[src/rtl/seconds_ticker_if.sv]
// rtl/seconds_ticker_if.sv - Player controls and timer outputs of the seconds ticker
interface seconds_ticker_if;
  logic       key_press;
  logic       collided;
  logic [3:0] binary_time;
  logic       sec_tick;
  logic       digit_carry;
  logic       running;

  modport slave (
    input  key_press,
    input  collided,
    output binary_time,
    output sec_tick,
    output digit_carry,
    output running
  );

  modport master (
    output key_press,
    output collided,
    input  binary_time,
    input  sec_tick,
    input  digit_carry,
    input  running
  );
endinterface

[src/rtl/seconds_ticker.sv]
// rtl/seconds_ticker.sv - Seconds ones digit of the survival timer with wrap pulse
module seconds_ticker #(
  parameter int TICKS_PER_SEC = 50_000_000,
  parameter int DIGIT_MAX     = 9
) (
  input  logic             CLOCK_50,
  input  logic             reset,
  seconds_ticker_if.slave  bus
);
  localparam int             PW       = (TICKS_PER_SEC > 1) ? $clog2(TICKS_PER_SEC) : 1;
  localparam logic [PW-1:0]  PRE_LAST = PW'(TICKS_PER_SEC - 1);
  localparam logic [3:0]     DIG_LAST = 4'(DIGIT_MAX);

  typedef enum logic [1:0] {IDLE, RUNNING, STOPPED} state_t;

  state_t        r_state, w_state_nxt;
  logic          r_kp_s1, r_kp_s2, r_kp_d;
  logic          w_kp_rise;
  logic [PW-1:0] r_pre, w_pre_nxt;
  logic [3:0]    r_bin, w_bin_nxt;
  logic          r_tick, w_tick_nxt;
  logic          r_carry, w_carry_nxt;

  // key_press is asynchronous to CLOCK_50; two flops before edge detection
  always_ff @(posedge CLOCK_50 or posedge reset) begin
    if (reset) begin
      r_kp_s1 <= 1'b0;
      r_kp_s2 <= 1'b0;
      r_kp_d  <= 1'b0;
    end else begin
      r_kp_s1 <= bus.key_press;
      r_kp_s2 <= r_kp_s1;
      r_kp_d  <= r_kp_s2;
    end
  end

  assign w_kp_rise = r_kp_s2 & ~r_kp_d;

  always_ff @(posedge CLOCK_50 or posedge reset) begin
    if (reset) begin
      r_state <= IDLE;
      r_pre   <= '0;
      r_bin   <= '0;
      r_tick  <= 1'b0;
      r_carry <= 1'b0;
    end else begin
      r_state <= w_state_nxt;
      r_pre   <= w_pre_nxt;
      r_bin   <= w_bin_nxt;
      r_tick  <= w_tick_nxt;
      r_carry <= w_carry_nxt;
    end
  end

  always_comb begin
    w_state_nxt = r_state;
    w_pre_nxt   = r_pre;
    w_bin_nxt   = r_bin;
    w_tick_nxt  = 1'b0;
    w_carry_nxt = 1'b0;
    case (r_state)
      IDLE: begin
        w_pre_nxt = '0;
        w_bin_nxt = '0;
        if (w_kp_rise) w_state_nxt = RUNNING;
      end
      RUNNING: begin
        // A collision on the terminal-count cycle swallows that second
        if (bus.collided) begin
          w_state_nxt = STOPPED;
        end else if (r_pre == PRE_LAST) begin
          w_pre_nxt  = '0;
          w_tick_nxt = 1'b1;
          if (r_bin == DIG_LAST) begin
            w_bin_nxt   = '0;
            w_carry_nxt = 1'b1;
          end else begin
            w_bin_nxt = r_bin + 4'd1;
          end
        end else begin
          w_pre_nxt = r_pre + PW'(1);
        end
      end
      STOPPED: begin
        if (w_kp_rise && !bus.collided) begin
          w_state_nxt = RUNNING;
          w_pre_nxt   = '0;
          w_bin_nxt   = '0;
        end
      end
      default: begin
        w_state_nxt = IDLE;
        w_pre_nxt   = '0;
        w_bin_nxt   = '0;
      end
    endcase
  end

  assign bus.binary_time = r_bin;
  assign bus.sec_tick    = r_tick;
  assign bus.digit_carry = r_carry;
  assign bus.running     = (r_state == RUNNING);
endmodule

[src/flat_wrapper.sv]
// flat-port wrapper written by rule: the top's interface ports become plain ports
module seconds_ticker_flat 
#(
  parameter int TICKS_PER_SEC = 50_000_000,
  parameter int DIGIT_MAX     = 9
)
  (CLOCK_50, reset, bus_key_press, bus_collided, bus_binary_time, bus_sec_tick, bus_digit_carry, bus_running);
  seconds_ticker_if bus_i ();
  input  logic CLOCK_50;
  input  logic reset;
  input wire logic [$bits(bus_i.key_press)-1:0] bus_key_press;
  input wire logic [$bits(bus_i.collided)-1:0] bus_collided;
  output wire logic [$bits(bus_i.binary_time)-1:0] bus_binary_time;
  output wire logic [$bits(bus_i.sec_tick)-1:0] bus_sec_tick;
  output wire logic [$bits(bus_i.digit_carry)-1:0] bus_digit_carry;
  output wire logic [$bits(bus_i.running)-1:0] bus_running;
  assign bus_i.key_press = bus_key_press;
  assign bus_i.collided = bus_collided;
  assign bus_binary_time = bus_i.binary_time;
  assign bus_sec_tick = bus_i.sec_tick;
  assign bus_digit_carry = bus_i.digit_carry;
  assign bus_running = bus_i.running;
  seconds_ticker #(.TICKS_PER_SEC(TICKS_PER_SEC), .DIGIT_MAX(DIGIT_MAX)) u_core (.CLOCK_50(CLOCK_50), .reset(reset), .bus(bus_i));
endmodule
[config.mk]
export PLATFORM = sky130hd
export DESIGN_NAME = seconds_ticker_flat
export DESIGN_NICKNAME = d
export VERILOG_FILES = /design/src/rtl/seconds_ticker_if.sv /design/src/rtl/seconds_ticker.sv /design/src/flat_wrapper.sv
export SDC_FILE = /design/constraint.sdc
export NUM_CORES = 1
export LEC_CHECK = 0
export CAP_MARGIN = 10
export CORE_MARGIN = 8
export CORE_UTILIZATION = 40
export DETAILED_ROUTE_END_ITERATION = 12
export PLACE_DENSITY_LB_ADDON = 0.1
export SLEW_MARGIN = 5
export SYNTH_ARGS = -nofsm -noshare
export SYNTH_HDL_FRONTEND = slang
export SYNTH_SLANG_ARGS = --single-unit
[constraint.sdc]
create_clock -name CLOCK_50 -period 2.4 [get_ports CLOCK_50]
set_input_delay 0.48 -clock CLOCK_50 [delete_from_list [all_inputs] [get_ports CLOCK_50]]
set_output_delay 0.48 -clock CLOCK_50 [all_outputs]
set_load 0.02 [all_outputs]
==> metrics.md <==
| Metric | Value |
|---|---|
| Top delay family on crit path | compound AO/OA/AOI/OAI gates |
| Hold/Removal Path Class | register to register |
| Critical-path top delay cell | dfrtp_1 |
| Ant diodes | 0 |
| Worst-path clk slew | 0.07 ns |
| Max Cap Violations | 0 |
| Cells resized by post-CTS repair | 0 |
| Post-route insts no fill | 315 |
| Library cells used by synthesis | 42 |
| Drt total wl | 5.01 mm |
| Drt pass-1 iters | 4 |
| Peak VDD IR | 0.379 mV |
| Via count | 1,827 |
| Critical path type | register to register |
| Share of layout cells above drive strength 1 | 0.131 |
| Clock root buffer | clkbuf_8 |
| Vias per inst | 5.80 |
| Antenna-violating nets left | 0 |
| Congestion Overflow GR | 0 |
| CTS Sinks | 37 |
| Worst-path fanout max | 17 |
| Mapped cell area | 2090 sq um |
| Synth top area share | 0.442 |
| Final hold vios | 0 |
| Setup WS post-layout | 0.279 ns |
| Outcome | finished clean |
| Number of I/O port buffers | 10 |
| Slew @ Worst Pin | 0.497 ns |
| Pleak | 0.943 nW |
| Syn avg cell area | 9.11 sq um |
| RSZ-0062 raised after global routing | false |
| Vias in the first global route | 1,689 |
| Max-Slew Margin vs Limit | 0.669 |
| Number of placement rows | 26 |
| WL/cell | 15.9 um |
| Final min period | 2.12 ns |
| Startpoint types | register |
| Pins Over Slew Limit | 0 |
| First-pass GRT wire length | 8.50 mm |
| Main synth FF type | dfrtp_1 |
| Period utilization | 0.884 |
| Setup TNS | 0 ns |
| Critical-path cell list | ha_1, and3_1, nand4_2, o31a_1, buf_4, a41oi_1, a31oi_1 |
| Cells after synthesis | 230 |
| CP required | 2.56 ns |
| P&R area growth vs syn | 14.9% |
| H-tree depth | 2 |
| Slowest stage delay, CP | 0.46 ns |
| Die Y | 88.4 um |
| Total of warnings raised by yosys | 0 |
| Initial antenna violation count | 0 |
| Initial DRC count | 148 |
| Clock Latency Late Sink | 0.29 ns |
| DRC | 0 |
| Post-CTS setup buffers | 0 |
| CTS Buffer Depth | 2 |
| Post-synth ARST share | 1.00 |
| #FFs+latches synth | 37 |
| Dpl ws | 0.0841 ns |
| Final Wtd Congestion | 0.817 |
| Die ar. | 7810 sq um |
| Layout net count | 252 |
| Critical Path Sink Type | register |
| CTS tree | done |
| Hold_ws | 0.351 ns |
| Cts hold-fix bufs | 0 |
| Clock Skews | 0.00858 ns |
| Pwr dens | 736 nW/um^2 |
| CTS Buf Count | 5 |
| HPWL Detailed | 3.49 mm |
| IO Pins | 11 |
| Post-synth EDFFs | 0 |
| Worst path bufs/invs | 1 |
| Core region area | 5070 sq um |
| Largest net degree at the start of global routing | 38 |
| GRT Overall Usage | 0.140 |
| Initial Utilization | 0.413 |
| Largest area contributor in the netlist | dfrtp_1 |
| Seq/Total Area, Yosys | 0.442 |
| CP arrival | 2.28 ns |
| Cells after DPL | 308 |
| Synth top area cells | dfrtp_1 (44%), a31oi_1 (5.4%), o21ai_0 (4.1%) |
| Post-Syn Nets | 237 |
| Fin util | 0.474 |
| Die W | 88.4 um |
| Final setup viols | 0 |
| Max frequency | 472 MHz |
cell type report:
cell class / instances / area, sq um
clock buffers: 5 / 68.8
inverters: 9 / 33.8
well taps: 70 / 87.6
repair buffers: 22 / 190
multi-input cells: 170 / 1060
flip-flops and latches: 37 / 926
clock inverters: 2 / 35.0
fillers: 509 / 2670
layout by cell type, fill, tap and decap left out, types with 5 or more instances in the layout:
cell type and count:
inv_1 7, dfrtp_1 37, a21oi_1 8, nor2_1 11, o21ai_0 17, clkbuf_8 5
a31oi_1 18, nand3_1 12, nor3_1 12, nand2_1 21, o21ai_1 5, nand2b_1 6
nor4_1 6, buf_4 12, clkdlybuf4s50_1 10
worst register-to-register path, cell delays in order, from the launching register on:
cell and delay, ns:
dfrtp_1 0.46, ha_1 0.25, and3_1 0.22, nand4_2 0.14, o31a_1 0.42, buf_4 0.23, a41oi_1 0.22, a31oi_1 0.07
Yosys cell counts, drive strengths merged (6+ instances only):
cell	instances
o21ai	22
a21oi	8
nor3	13
nand2	21
a31oi	18
nand4	6
dfrtp	37
inv	9
nand3	12
nor2	11
nand2b	6
nor4	8
buf	9
cell families (layout without fill, tap and decap cells):
kind of cell    count (synthesis)  after routing  share of synthesized area
xor+xnor                        3              3                     0.0125
compound gates                 62             62                      0.186
mux                             2              2                    0.00956
fa+ha+maj                       3              3                     0.0179
simple gates                  100            100                      0.282
buf+inv                        23             38                     0.0496
flops                          37             37                      0.442
state kept, by name (all words and copies together) (netlist names):
name	count
u_core.r_kp_d	1
u_core.bus.sec_tick	1
u_core.r_pre	26
u_core.r_kp_s2	1
u_core.bus.digit_carry	1
u_core.r_state	2
u_core.r_kp_s1	1
u_core.bus.binary_time	4
power by group:
group,switching (mW),internal (mW)
Combinational,0.363,0.175
Clock,0.224,0.302
Sequential,0.0462,0.659
Total,0.634,1.14
worst paths after layout:
path	startpoint	endpoint	slack [ns]	depth (start not counted)
worst max-delay path	u_core.r_pre[0]	u_core.r_pre[7]	0.28	7
worst min-delay path	u_core.r_kp_s1	u_core.r_kp_s2	0.35	0
worst max register to register	u_core.r_pre[0]	u_core.r_pre[7]	0.28	7
min in group asynchronous	reset	u_core.bus.binary_time[0]	0.60	3
max in group asynchronous	reset	u_core.r_pre[16]	1.44	3
worst min register to register	u_core.r_kp_s1	u_core.r_kp_s2	0.35	0
per-layer routing:
metal  up-vias  track usage  routed length [um]
met1       900        0.187                2410
met5         -            0                   0
li1        885            -                   -
met4         0       0.0369                  53
met3         5       0.0316                 210
met2        37        0.219                2330
through the flow:
stage                     cell area [sq um]  power (mW)
after floorplan                        2090        1.08
final                                  2410        1.77
after CTS                              2410        1.79
after detailed placement               2300        1.26
after global placement                 2300        1.26
after global routing                   2410        1.88
Power figures use the tool's default switching activity.
